File: src/rtl/pwm_duty_sequencer_pkg.sv
// rtl/pwm_duty_sequencer_pkg.sv - shared state type, duty width and duty defaults for the duty sequencer
package pwm_duty_sequencer_pkg;

  localparam int DUTY_W        = 4;
  localparam int DEF_MIN_DUTY  = 1;
  localparam int DEF_MAX_DUTY  = 9;
  localparam int DEF_INIT_DUTY = 5;

  typedef enum logic [1:0] {
    S_IDLE,
    S_EVAL,
    S_PRESS,
    S_RELEASE
  } seq_state_e;

  function automatic logic [DUTY_W-1:0] clamp_duty(
    input logic [DUTY_W-1:0] v,
    input logic [DUTY_W-1:0] lo,
    input logic [DUTY_W-1:0] hi
  );
    logic [DUTY_W-1:0] r;
    r = v;
    if (v < lo) r = lo;
    else if (v > hi) r = hi;
    return r;
  endfunction

endpackage

File: src/rtl/pwm_duty_sequencer_seq_timer.sv
// rtl/pwm_duty_sequencer_seq_timer.sv - loadable down-counter timing button hold and release phases
module seq_timer #(
  parameter int TIMER_W = 28
) (
  input  logic               clk,
  input  logic               rst_n,
  input  logic               load_i,
  input  logic [TIMER_W-1:0] load_val_i,
  output logic               zero_o
);

  logic [TIMER_W-1:0] count_q, count_d;

  always_comb begin
    count_d = count_q;
    if (load_i) count_d = load_val_i;
    else if (count_q != '0) count_d = count_q - TIMER_W'(1);
  end

  always_ff @(posedge clk or negedge rst_n) begin
    if (!rst_n) count_q <= '0;
    else        count_q <= count_d;
  end

  assign zero_o = (count_q == '0);

endmodule

File: src/rtl/pwm_duty_sequencer.sv
// rtl/pwm_duty_sequencer.sv - steps the PWM generator duty one button press at a time toward a commanded target
module pwm_duty_sequencer
  import pwm_duty_sequencer_pkg::*;
#(
  parameter int MIN_DUTY       = DEF_MIN_DUTY,
  parameter int MAX_DUTY       = DEF_MAX_DUTY,
  parameter int INIT_DUTY      = DEF_INIT_DUTY,
  parameter int HOLD_CYCLES    = 50_000_010,
  parameter int RELEASE_CYCLES = 50_000_010,
  parameter int TIMER_W        = 28
) (
  input  logic              clk,
  input  logic              rst_n,
  input  logic              cmd_valid,
  output logic              cmd_ready,
  input  logic              cmd_home,
  input  logic [DUTY_W-1:0] cmd_target,
  output logic              increase_duty,
  output logic              decrease_duty,
  output logic [DUTY_W-1:0] duty_shadow,
  output logic              busy,
  output logic              done
);

  localparam logic [DUTY_W-1:0]  MIN_D        = DUTY_W'(MIN_DUTY);
  localparam logic [DUTY_W-1:0]  MAX_D        = DUTY_W'(MAX_DUTY);
  localparam logic [DUTY_W-1:0]  INIT_D       = DUTY_W'(INIT_DUTY);
  localparam logic [DUTY_W-1:0]  HOME_PRESSES = DUTY_W'(MAX_DUTY - MIN_DUTY);
  localparam logic [TIMER_W-1:0] HOLD_LOAD    = TIMER_W'(HOLD_CYCLES - 1);
  localparam logic [TIMER_W-1:0] REL_LOAD     = TIMER_W'(RELEASE_CYCLES - 1);

  seq_state_e        state_q;
  logic [DUTY_W-1:0] target_q, press_cnt_q, shadow_q;
  logic              home_q, inc_q, dec_q, ready_q, busy_q, done_q;

  logic [DUTY_W-1:0]  tgt_c;
  logic               finish_now, accept_done, timer_zero, timer_load;
  logic [TIMER_W-1:0] timer_val;

  assign tgt_c       = clamp_duty(cmd_target, MIN_D, MAX_D);
  assign finish_now  = home_q ? (press_cnt_q == '0) : (shadow_q == target_q);
  assign accept_done = cmd_home ? (HOME_PRESSES == '0) : (shadow_q == tgt_c);

  // The timer reloads on entry to PRESS (hold length) and to RELEASE (release length).
  always_comb begin
    timer_load = 1'b0;
    timer_val  = HOLD_LOAD;
    if (state_q == S_EVAL && !finish_now) begin
      timer_load = 1'b1;
      timer_val  = HOLD_LOAD;
    end else if (state_q == S_PRESS && timer_zero) begin
      timer_load = 1'b1;
      timer_val  = REL_LOAD;
    end
  end

  seq_timer #(.TIMER_W(TIMER_W)) u_timer (
    .clk       (clk),
    .rst_n     (rst_n),
    .load_i    (timer_load),
    .load_val_i(timer_val),
    .zero_o    (timer_zero)
  );

  always_ff @(posedge clk or negedge rst_n) begin
    if (!rst_n) begin
      state_q     <= S_IDLE;
      target_q    <= '0;
      press_cnt_q <= '0;
      shadow_q    <= INIT_D;
      home_q      <= 1'b0;
      inc_q       <= 1'b0;
      dec_q       <= 1'b0;
      ready_q     <= 1'b1;
      busy_q      <= 1'b0;
      done_q      <= 1'b0;
    end else begin
      done_q <= 1'b0;
      case (state_q)
        S_IDLE: begin
          if (cmd_valid) begin
            target_q <= tgt_c;
            home_q   <= cmd_home;
            if (cmd_home) press_cnt_q <= HOME_PRESSES;
            done_q   <= accept_done;
            ready_q  <= 1'b0;
            busy_q   <= 1'b1;
            state_q  <= S_EVAL;
          end
        end
        S_EVAL: begin
          if (finish_now) begin
            if (home_q) shadow_q <= MIN_D;
            ready_q <= 1'b1;
            busy_q  <= 1'b0;
            state_q <= S_IDLE;
          end else begin
            if (home_q) press_cnt_q <= press_cnt_q - DUTY_W'(1);
            inc_q   <= !home_q && (shadow_q < target_q);
            dec_q   <= home_q || (shadow_q > target_q);
            state_q <= S_PRESS;
          end
        end
        S_PRESS: begin
          if (timer_zero) begin
            inc_q   <= 1'b0;
            dec_q   <= 1'b0;
            state_q <= S_RELEASE;
            // Home presses blindly, so the shadow must not wrap below the generator's clamp.
            if (inc_q) shadow_q <= shadow_q + DUTY_W'(1);
            else if (home_q && shadow_q <= MIN_D) shadow_q <= MIN_D;
            else shadow_q <= shadow_q - DUTY_W'(1);
          end
        end
        S_RELEASE: begin
          if (timer_zero) begin
            done_q  <= finish_now;
            state_q <= S_EVAL;
          end
        end
        default: state_q <= S_IDLE;
      endcase
    end
  end

  assign cmd_ready     = ready_q;
  assign busy          = busy_q;
  assign done          = done_q;
  assign increase_duty = inc_q;
  assign decrease_duty = dec_q;
  assign duty_shadow   = shadow_q;

endmodule

File: config.mk
export PLATFORM = sky130hd
export DESIGN_NAME = pwm_duty_sequencer
export DESIGN_NICKNAME = d
export VERILOG_FILES = /design/src/rtl/pwm_duty_sequencer_pkg.sv /design/src/rtl/pwm_duty_sequencer_seq_timer.sv /design/src/rtl/pwm_duty_sequencer.sv
export SDC_FILE = /design/constraint.sdc
export NUM_CORES = 1
export LEC_CHECK = 0
export CORE_MARGIN = 2
export CORE_UTILIZATION = 30
export CTS_CLUSTER_SIZE = 20
export DETAILED_ROUTE_END_ITERATION = 10
export MAX_ROUTING_LAYER = met4
export SLEW_MARGIN = 0
export SYNTH_ARGS = -nofsm -noshare
export SYNTH_HDL_FRONTEND = slang
export SYNTH_SLANG_ARGS = --single-unit
File: constraint.sdc
create_clock -name clk -period 3.01 [get_ports clk]
set_clock_uncertainty 0.05 [all_clocks]
set_input_delay 0.4515 -clock clk [delete_from_list [all_inputs] [get_ports clk]]
set_output_delay 0.4515 -clock clk [all_outputs]
set_load 0.02 [all_outputs]
==> Yosys cells after proc, flatten, opt, wreduce, memory -nomap -nowiden <==
Cells that the tools add are included.
{ "word_totals": {"ff_bits": 48, "latchBits": 0, "ram_bits": 0, "romBits": 0, "elab_cells": 90, "memories": 0} }
{ "op_classes": {"add_sub_neg": 4, "n_mul": 0, "n_div": 0, "n_lt_le_gt_ge": 5, "eq_ne": 12, "shift": 0, "muxes": 38, "n_bitwise": 0, "n_reduce_logical": 20} }
{ "ops": {"columns": ["op", "count"], "rows": [
  ["$mux 28", 2],
  ["$mux 4", 11],
  ["$logic_not 28->1", 1],
  ["$reduce_bool 28->1", 1],
  ["$sub 28x1->28 const B", 1],
  ["$pmux 4 s2", 2],
  ["$ne 2x2->1 const B", 7],
  ["$mux 1", 13],
  ["$pmux 1 s2", 5],
  ["$reduce_and 3->1", 3],
  ["$eq 4x4->1", 2],
  ["$mux 2", 4],
  ["$pmux 2 s4", 1],
  ["$sub 4x1->4 const B", 2],
  ["$reduce_bool 2->1", 3],
  ["$reduce_and 5->1", 1],
  ["$add 4x1->4 const B", 1],
  ["$eq 2x2->1 const B", 2],
  ["$gt 4x4->1", 1],
  ["$gt 4x4->1 const B", 1],
  ["$le 4x1->1 const B", 1],
  ["$logic_and 1x1->1", 4],
  ["$logic_not 4->1", 1],
  ["$lt 4x1->1 const B", 1],
  ["7 further kinds", 8]
]} }

==> Depth between registers and ports, before layout <==
Gate-level depths: netlist of run 1.
{ "logic_depth": {"ltp_word": 7, "ltp_mapped": 8, "ltp_nobuf": 7} }

==> Cells and area by module <==
From an unflattened synthesis of run 1, not the netlist that was laid out.
{ "hier_totals": {"hier_cells": 331, "hier_area_um2": 3139.3} }
{ "by_module_without_submodules": {"columns": ["module", "n_inst", "cells_each", "area_per_inst_um2", "seq_area_each_um2"], "rows": [
  ["seq_timer", 1, 187, 1746.7, 700.7],
  ["pwm_duty_sequencer", 1, 144, 1392.6, 504.2]
]} }

==> Worst setup path after synthesis of run 1 <==
OpenSTA, ideal clock, no wires.
{ "synth_timing": {"kind": "flip-flop to flip-flop", "startpoint": "register u_timer.count_q[0]", "endpoint": "register shadow_q[1], in the netlist duty_shadow[1]", "arrival_ns": 2.159, "t_required_ns": 2.832, "setup_slack_ns": 0.674, "path_stages_with_launch": 8, "n_path_buf": 0, "path_cell_list": "dfrtp_1 inv_1 ha_1 or4b_2 nor4_2 nand4_1 a21oi_2 mux2_1"} }
{ "synth_via": {"elab_chain_len": 3} }
{ "synth_lines": {"columns": ["element", "line_no", "rtl"], "rows": [
  ["start: declaration", "pwm_duty_sequencer_seq_timer.sv:12", "logic [TIMER_W-1:0] count_q, count_d;"],
  ["start signal: assignment", "pwm_duty_sequencer_seq_timer.sv:22", "else count_q <= count_d;"],
  ["$logic_not 28->1", "pwm_duty_sequencer_seq_timer.sv:25", "assign zero_o = (count_q == '0);"],
  ["$ne 2x2->1 (no source line)", null, null],
  ["$reduce_and 4->1 (no source line)", null, null],
  ["end signal: assignment", "pwm_duty_sequencer.sv:110", "if (inc_q) shadow_q <= shadow_q + DUTY_W'(1);"],
  ["end signal: assignment", "pwm_duty_sequencer.sv:112", "else shadow_q <= shadow_q - DUTY_W'(1);"],
  ["end: declaration", "pwm_duty_sequencer.sv:33", "logic [DUTY_W-1:0] target_q, press_cnt_q, shadow_q;"]
]} }
No other way between the ends.
A chain may end at the register's enable or synchronous reset.

==> Final worst setup path of run 1 <==
Same ends and word-level chain as after synthesis.

==> impl_metrics.json, run 1 <==
{
  "cap_violations": 0,
  "startpoint_type": "flip-flop",
  "grt_pass1_vias": 2324,
  "synth_cells": 310,
  "placedCellCount": 455,
  "p_leak_nw": 1.251,
  "clkSinkCount": 48,
  "drv_slew": 0,
  "dp_hpwl_mm": 4.935,
  "cts_hold_buffers": 0,
  "syn_avg_cell_area_um2": 9.505,
  "cp_top_family": "simple AND/OR/NAND/NOR gates",
  "num_antenna_cells": 0,
  "synth_top_cell_area_share_pct": 38.22,
  "worstSetupPathType": "flip-flop to flip-flop",
  "max-slew-margin-rel_pct": 29.06,
  "grt-ovfl-total": 0,
  "synth.distinct_cells": 59,
  "synthArstFlopShare_pct": 100.0,
  "rows": 36,
  "setup_viol": 0,
  "synth_most_common_cell": "dfrtp_1",
  "die_area_um2": 10630,
  "worst_skew_pair.late_latency_ns": 0.31,
  "path_depth": 7,
  "max_freq_ghz": 0.3932,
  "dr.pass1.iters": 4,
  "grt_pass1_wl_mm": 11.55,
  "cts-root-buf": "clkbuf_8",
  "synth_area_um2": 2947,
  "synthFlopType": "dfrtp_1",
  "drc": 0,
  "slowest_delay_ns": 0.62,
  "ant_nets": 0,
  "cts_tree": "yes",
  "die_w_um": 103.1,
  "postCtsSetupBuffers": 0,
  "ys_warn_count": 0,
  "antenna_found_initial": 0,
  "min_period_ns": 2.543,
  "cp.arrival_ns": 2.68,
  "ir_worst_vdd_mv": 0.4557,
  "setup_tns_ns": 0,
  "outcome": "completed",
  "floorplan.initialDensity_pct": 30.57,
  "ff2ff_path_depth": 7,
  "synth_edf_count": 0,
  "finalCritPeriodShare_pct": 84.49,
  "cp.buffers_inverters": 1,
  "crit_end": "duty_shadow[1]$_DFFE_PN0P_",
  "netlist_top_cells_count": "45 x dfrtp_1, 22 x nand2_1, 19 x nor2_1, 16 x ha_1, 16 x nor3_1",
  "htree_levels": 2,
  "syn_to_final_growth_pct": 13.93,
  "r2r_slack_ns": 0.47,
  "synth_fp_nets": 334,
  "r2r-start": "u_timer.count_q[0]$_DFFE_PN0P_",
  "synth_area_leader_cell": "dfrtp_1",
  "synthTopCellsByArea": "dfrtp_1 38%, ha_1 6.8%, nand2_1 2.8%",
  "io_buffer_count": 16,
  "fin_nets": 353,
  "crit_required_ns": 3.15,
  "fin_cells": 463,
  "ys_seq_area_share_pct": 40.89,
  "place_congestion": 0.9085,
  "routed_via_density": 5.158,
  "power_density_nw_per_um2": 747.5,
  "rsz0062_at_grt": "false",
  "num_vias": 2388,
  "multi_input_area_um2": 1659,
  "hold_viol": 0,
  "grt_max_degree": 49,
  "ios": 17,
  "synth-seq-cells": 48,
  "clk_pin_slew_ns": 0.09,
  "register_area_um2": 1205,
  "hp-class": "input port to asynchronous set/reset pin",
  "startpoint": "u_timer.count_q[0]$_DFFE_PN0P_",
  "cts.path.max_buffers": 2,
  "track_usage_pct": 14.27,
  "cp_slowest_cell": "or4b_2",
  "r2r_end": "duty_shadow[1]$_DFFE_PN0P_",
  "critPathMaxFanout": 4,
  "crit_path_end_kind": "flip-flop",
  "cp_cell_sequence": "inv_1 -> ha_1 -> or4b_2 -> nor4_2 -> nand4_1 -> a21oi_2 -> mux2_1",
  "nFillCells": 1020,
  "cts_resized": 0,
  "worst_pin_slew_ns": 1.064,
  "totalWireLength_mm": 6.693,
  "wire_per_inst_um": 14.46,
  "core_area_um2": 9639,
  "numCtsBuffers": 5,
  "die_y_um": 103.1,
  "drt_iter0_markers": 168,
  "drive_above_1_share_pct": 10.30
}
placed cells by master, fill, tap and decap left out, drive strengths merged, types with 4 or more instances in the layout:
master,count
or4,10
xor2,5
nor2,20
nor4,8
mux2,5
xnor2,8
nand2b,6
ha,16
inv,15
o21a,4
or3,11
a211oi,4
clkdlybuf4s50,15
or2,4
nand2,22
o21ai,15
and3,4
dfrtp,45
nor3,17
o31ai,6
nand4,7
a21oi,16
clkbuf,8
nand3,12
worst min path at each step:
stage,slack [ns],cells past startpoint,endpoint
finish,0.28,1,u_timer.count_q[8]$_DFFE_PN0P_
CTS,0.32,1,u_timer.count_q[8]$_DFFE_PN0P_
floorplan,0.11,0,busy$_DFFE_PN0P_
detailed placement,0.44,2,target_q[2]$_DFFE_PN0P_
global route,0.38,1,u_timer.count_q[8]$_DFFE_PN0P_
global placement,0.43,2,target_q[0]$_DFFE_PN0P_
power breakdown:
| group | switching (mW) | internal [mW] |
|---|---|---|
| logic | 0.659 | 0.461 |
| clock network | 0.217 | 0.210 |
| registers | 0.154 | 0.809 |
| total | 1.03 | 1.48 |
kinds of logic after synthesis:
logic type,after synthesis,share of synthesized area (%)
multiplexers,7,2.590
AND/OR/NAND/NOR,134,25.99
buffers and inverters,21,2.802
XOR/XNOR,13,3.864
flip-flops,48,40.89
AO/OA/AOI/OAI,71,17.07
adder cells (fa/ha/maj),16,6.794
metal layers:
| metal | wire length, um | up-vias | part of all wire, % | track usage (%) |
|---|---|---|---|---|
| met5 | 0 | - | 0 | - |
| met4 | 117 | 0 | 1.7 | 5.668 |
| met3 | 173 | 6 | 2.6 | 1.898 |
| met2 | 3071 | 36 | 46 | 21.48 |
| met1 | 3330 | 1141 | 50 | 19.43 |
| li1 | - | 1205 | - | - |
layout make-up:
| type | instances | share of cell area, % |
|---|---|---|
| Timing Repair Buffer | 18 | 5.069 |
| Multi-Input combinational cell | 241 | 49.42 |
| Clock buffer | 8 | 2.982 |
| Tap cell | 133 | 4.957 |
| Sequential cell | 48 | 35.89 |
| Inverter | 15 | 1.677 |
stage by stage:
step / setup WS [ns] / hold WS (ns) / power [mW] / instance area (um^2) / util [%]
final: 0.4670 / 0.2773 / 2.509 / 3357 / 34.83
after global routing: 0.2818 / 0.3826 / 2.732 / 3357 / 34.83
after CTS: 0.4854 / 0.3216 / 2.530 / 3357 / 34.83
after global placement: 0.5652 / 0.4252 / 2.072 / 3257 / 33.79
after floorplan: 0.6738 / 0.1059 / 1.756 / 2947 / -
after detailed placement: 0.5058 / 0.4440 / 2.092 / 3257 / 33.79
sequential cells by signal, indices dropped and copies added, names as in the netlist:
register	count
u_timer.count_q	28
duty_shadow	4
press_cnt_q	4
target_q	4
state_q	2
busy	1
cmd_ready	1
decrease_duty	1
done	1
home_q	1
increase_duty	1
Note: power is estimated with default switching activity, not from simulation.
==> inputs of run 2 (changes only) <==
==> constraint.sdc (replaced) <==
create_clock -name clk -period 2.45 [get_ports clk]
set_clock_uncertainty 0.05 [all_clocks]
set_input_delay 0.3675 -clock clk [delete_from_list [all_inputs] [get_ports clk]]
set_output_delay 0.3675 -clock clk [all_outputs]
set_load 0.02 [all_outputs]
==> run 2 against run 1 <==
Compared with the run above:
- total power increased by 34%
- count of clock-buffer cells in the layout decreased by 1
- die area did not move
- clock power grew 49%
- register-to-register slack got worse by 0.30 ns
- wire length up 4.9%
- core utilization is 2.6 points higher
- hold slack gained 0.17 ns
- setup slack got worse by 0.30 ns
- maximum frequency increased by 11%
- sequential power up 23%
- critical endpoint unchanged
- largest cell class unchanged
- largest power group unchanged
==> impl_metrics.json, run 2 (same netlist as run 1, synthesis figures left out) <==
{
  "largest_register": "u_timer.count_q",
  "num_antenna_cells": 0,
  "startpoint_type": "flip-flop",
  "worst_skew_pair.late_latency_ns": 0.30,
  "worst_pin_slew_ns": 0.5203,
  "clkSinkCount": 48,
  "fin_nets": 377,
  "die_y_um": 103.1,
  "routed_via_density": 5.150,
  "grt_pass1_vias": 2409,
  "die_area_um2": 10630,
  "outcome": "completed",
  "layout_common_cells": "45 x dfrtp_1, 24 x buf_4, 22 x nand2_1",
  "hp-class": "flip-flop to flip-flop",
  "busiest_layer": "met2",
  "cts_tree": "yes",
  "num_vias": 2508,
  "register_area_um2": 1205,
  "rows": 36,
  "power_density_nw_per_um2": 929.9,
  "totalWireLength_mm": 7.019,
  "numCtsBuffers": 5,
  "crit_required_ns": 2.59,
  "startpoint": "u_timer.count_q[20]$_DFFE_PN0P_",
  "grt.met1_usage_pct": 19.95,
  "critPathMaxFanout": 6,
  "worstSetupPathType": "flip-flop to flip-flop",
  "htree_levels": 2,
  "ant_nets": 0,
  "drt_iter0_markers": 147,
  "cap_violations": 0,
  "grt_pass1_wl_mm": 11.85,
  "min_period_ns": 2.286,
  "hold_viol": 0,
  "cp_slowest_cell": "or4_1",
  "r2r_slack_ns": 0.16,
  "grt-ovfl-total": 0,
  "dr.pass1.iters": 4,
  "ios": 17,
  "cts.path.max_buffers": 2,
  "cp.arrival_ns": 2.43,
  "syn_to_final_growth_pct": 22.38,
  "antenna_found_initial": 0,
  "min_path_cells": 2,
  "r2r-start": "u_timer.count_q[20]$_DFFE_PN0P_",
  "wire_per_inst_um": 14.41,
  "grt_max_degree": 28,
  "setup_viol": 0,
  "multi_input_area_um2": 1687,
  "drv_slew": 0,
  "core_area_um2": 9639,
  "hp-start": "target_q[2]$_DFFE_PN0P_",
  "rsz0062_at_grt": "false",
  "r2r_end": "duty_shadow[1]$_DFFE_PN0P_",
  "cp_cell_sequence": "or4_1 -> nor4_4 -> nand4_1 -> a21oi_2 -> mux2_1",
  "hold_end": "target_q[2]$_DFFE_PN0P_",
  "setup_tns_ns": 0,
  "ff2ff_path_depth": 5,
  "track_usage_pct": 14.53,
  "ir_worst_vdd_mv": 0.4629,
  "clk_pin_slew_ns": 0.09,
  "drive_above_1_share_pct": 16.95,
  "largest_reg_flops": 28,
  "dp_hpwl_mm": 5.342,
  "die_w_um": 103.1,
  "met2_usage_pct": 23.13,
  "fin_util_pct": 37.41,
  "power.total_mw": 3.353,
  "p_leak_nw": 1.404,
  "drc": 0,
  "crit_path_end_kind": "flip-flop",
  "max-slew-margin-rel_pct": 65.31,
  "grtUsageMet3_pct": 1.831,
  "finalCritPeriodShare_pct": 93.29,
  "floorplan.initialDensity_pct": 30.57,
  "max_freq_ghz": 0.4375,
  "nFillCells": 1006,
  "slowest_delay_ns": 0.61,
  "io_buffer_count": 16,
  "cts-root-buf": "clkbuf_8",
  "layout_commonest_cell": "dfrtp_1",
  "place_congestion": 0.8426
}
## run 2: repair_timing
item | 4_1_cts | 5_1_grt
pin swaps | 2 | 2
resized for setup | 1 | 5
endpoints found under the setup margin | 4 | 29
hold endpoints to repair | 2 | 0
buffers inserted | 1 | 1
hold buffers | 1 | 0
## run 2: area by class of cell
| class | count | share of cell area (%) |
|---|---|---|
| inverters | 15 | 1.561 |
| repair buffers | 42 | 10.13 |
| clock buffers | 7 | 2.672 |
| clock inverters | 1 | 0.8328 |
| multi-input cells | 241 | 46.77 |
| well taps | 133 | 4.615 |
| flip-flops and latches | 48 | 33.41 |
## run 2: critical path: cells and delay by family, from the launching register on
kind / cells / cell delay, ns
AOI/OAI and AO/OA: 1 / 0.24
DFF: 1 / 0.43
muxes: 1 / 0.33
and+or+nand+nor: 3 / 1.13
## run 2: how the worst max path moves through the flow
| stage | cells past startpoint | to | slack (ns) |
|---|---|---|---|
| 2_1_floorplan | 7 | duty_shadow[1]$_DFFE_PN0P_ | 0.11 |
| 3_3_place_gp | 7 | u_timer.count_q[20]$_DFFE_PN0P_ | 0.06 |
| 3_5_place_dp | 7 | u_timer.count_q[20]$_DFFE_PN0P_ | -0.01 |
| 4_1_cts | 7 | duty_shadow[1]$_DFFE_PN0P_ | -0.005 |
| 5_1_grt | 5 | duty_shadow[1]$_DFFE_PN0P_ | 0.01 |
| 6_report | 5 | duty_shadow[1]$_DFFE_PN0P_ | 0.16 |
## run 2: report_power, final
| group | internal (mW) | leakage [nW] | switching, mW | total, mW |
|---|---|---|---|---|
| Clock | 0.361 | 0.0645 | 0.276 | 0.636 |
| Combinational | 0.685 | 0.780 | 0.856 | 1.54 |
| Sequential | 0.993 | 0.559 | 0.182 | 1.18 |
| Total | 2.04 | 1.40 | 1.31 | 3.35 |
## run 2: per-layer routing
metal | up-vias | routed length (um)
met5 | - | 0
met4 | 0 | 68
met3 | 5 | 133
met2 | 30 | 3397
met1 | 1233 | 3419
li1 | 1240 | -
## run 2: metrics by stage
step                hold WS (ns)  setup WS (ns)  instance area, um^2  cells
global placement          0.3237        0.06055                 3427    476
detailed placement        0.3241       -0.01003                 3427    476
CTS                       0.4511      -0.004694                 3572    486
finish                    0.4508         0.1645                 3606    487
floorplan                0.02191         0.1138                 2947    310
global route              0.4804        0.01377                 3606    487
==> inputs of run 3 (changes only) <==
--- a/config.mk
+++ b/config.mk
@@ -5,12 +5,12 @@
 export SDC_FILE = /design/constraint.sdc
 export NUM_CORES = 1
 export LEC_CHECK = 0
-export CORE_MARGIN = 2
+export CORE_MARGIN = 8
 export CORE_UTILIZATION = 30
 export CTS_CLUSTER_SIZE = 20
 export DETAILED_ROUTE_END_ITERATION = 10
 export MAX_ROUTING_LAYER = met4
-export SLEW_MARGIN = 0
+export SLEW_MARGIN = 20
 export SYNTH_ARGS = -nofsm -noshare
 export SYNTH_HDL_FRONTEND = slang
 export SYNTH_SLANG_ARGS = --single-unit
==> constraint.sdc (replaced) <==
create_clock -name clk -period 2.49 [get_ports clk]
set_clock_uncertainty 0.05 [all_clocks]
set_input_delay 0.3735 -clock clk [delete_from_list [all_inputs] [get_ports clk]]
set_output_delay 0.3735 -clock clk [all_outputs]
set_load 0.02 [all_outputs]
==> run 3 against run 2 <==
Compared with the run above:
- global-route usage down 2.6 points
- clock power down 23%
- first-iteration DRC count up 49%
- critical path type unchanged
- critical endpoint is now u_timer.count_q[22]$_DFFE_PN0P_
- largest power group unchanged
==> impl_metrics.json, run 3 (same netlist as run 1, synthesis figures left out) <==
{
  "dp_slack_ns": 0.04585,
  "hold_slack_ns": 0.4618,
  "largest_register": "u_timer.count_q",
  "die_w_um": 115.1,
  "ant_nets": 0,
  "cp.arrival_ns": 2.47,
  "num_antenna_cells": 0,
  "outcome": "completed",
  "dr.pass1.iters": 4,
  "worstSetupPathType": "flip-flop to flip-flop",
  "worst_skew_pair.late_latency_ns": 0.32,
  "core_area_um2": 9639,
  "final.setup.worst_slack_ns": 0.1523,
  "finalCritPeriodShare_pct": 93.88,
  "power_density_nw_per_um2": 892.3,
  "track_usage_pct": 11.89,
  "register_area_um2": 1205,
  "post-route-cell-area_um2": 3537,
  "critPathMaxFanout": 6,
  "floorplan.initialDensity_pct": 30.57,
  "fin_nets": 375,
  "rsz0062_at_grt": "false",
  "layout_commonest_cell": "dfrtp_1",
  "ir_worst_vdd_mv": 0.4835,
  "drv_slew": 0,
  "io_buffer_count": 16,
  "largest_reg_flops": 28,
  "setup_viol": 0,
  "place_congestion": 0.8473,
  "htree_levels": 2,
  "dp_hpwl_mm": 5.561,
  "hp-class": "flip-flop to flip-flop",
  "postCtsSetupBuffers": 0,
  "startpoint_type": "flip-flop",
  "grt_pass1_vias": 2561,
  "die_area_um2": 13250,
  "grt_max_degree": 27,
  "crit_path_end_kind": "flip-flop",
  "cap_violations": 0,
  "die_y_um": 115.1,
  "layout_common_cells": "45 x dfrtp_1, 23 x buf_4, 22 x nand2_1",
  "max_freq_ghz": 0.4278,
  "crit_required_ns": 2.62,
  "cts.path.max_buffers": 2,
  "wire_per_inst_um": 14.88,
  "cts-root-buf": "clkbuf_8",
  "drive_above_1_share_pct": 16.19,
  "clkSinkCount": 48,
  "numCtsBuffers": 5,
  "totalWireLength_mm": 7.219,
  "worst_pin_slew_ns": 0.5074,
  "syn_to_final_growth_pct": 20.04,
  "postPlaceCellArea_um2": 3415,
  "cts_tree": "yes",
  "grt-ovfl-total": 0,
  "num_vias": 2497,
  "nFillCells": 1006,
  "routed_via_density": 5.148,
  "hold_viol": 0,
  "p_leak_nw": 1.369,
  "drc": 0,
  "rows": 36,
  "multi_input_area_um2": 1678,
  "ios": 17,
  "drt_iter0_markers": 219,
  "setup_tns_ns": 0,
  "clk_pin_slew_ns": 0.10,
  "min_period_ns": 2.338,
  "grt_pass1_wl_mm": 12.46,
  "antenna_found_initial": 0,
  "max-slew-margin-rel_pct": 65.86
}
## run 3: repair_timing
action | in CTS | in global routing
setup endpoints to repair | 2 | 12
hold buffers | 1 | 0
resized for setup | 1 | 3
pin swaps | 0 | 2
hold endpoints to repair | 3 | 0
## run 3: report_power, final
part | switching [mW] | internal (mW)
clock | 0.283 | 0.205
sequential | 0.185 | 0.977
combinational | 0.842 | 0.663
## run 3: layout make-up
type,instances,share of cell area (%)
clock inverter,3,0.7075
tap,133,4.705
inverter,15,1.592
clock buffer,5,1.946
multi-input combinational,241,47.44
sequential,48,34.06
timing repair buffer,40,9.551
## run 3: metrics by stage
step	util (%)	std cells	power (mW)
2_1_floorplan	-	310	2.123
3_3_place_gp	35.42	476	2.627
3_5_place_dp	35.42	476	2.663
4_1_cts	36.51	485	3.177
5_1_grt	36.70	485	3.444
6_report	36.70	485	3.156
## run 3: per-layer routing
layer,global-route usage [%],vias up,share of wire [%],wire [um]
li1,-,1236,-,-
met1,14.94,1215,48,3444
met3,1.786,7,3.3,239
met2,19.17,39,47,3426
met4,3.940,0,1.5,109
met5,-,-,0,0
## run 3: critical path, cell delays in order, from the launching register on
cell and delay, ns:
dfrtp_1 0.41, inv_1 0.12, ha_1 0.17, or4b_4 0.49, or4_4 0.49, o2111ai_4 0.27, or3_1 0.14, nand3_1 0.07
## run 3: path summary, 6_finish.rpt
kind / end / cells past startpoint / from / slack [ns]
min: target_q[0]$_DFFE_PN0P_ / 2 / target_q[0]$_DFFE_PN0P_ / 0.46
max reg2reg: u_timer.count_q[22]$_DFFE_PN0P_ / 7 / u_timer.count_q[0]$_DFFE_PN0P_ / 0.15
max in group asynchronous: duty_shadow[0]$_DFFE_PN1P_ / 3 / rst_n / 1.55
min reg2reg: target_q[0]$_DFFE_PN0P_ / 2 / target_q[0]$_DFFE_PN0P_ / 0.46
max: u_timer.count_q[22]$_DFFE_PN0P_ / 7 / u_timer.count_q[0]$_DFFE_PN0P_ / 0.15
min in group asynchronous: u_timer.count_q[8]$_DFFE_PN0P_ / 3 / rst_n / 0.52
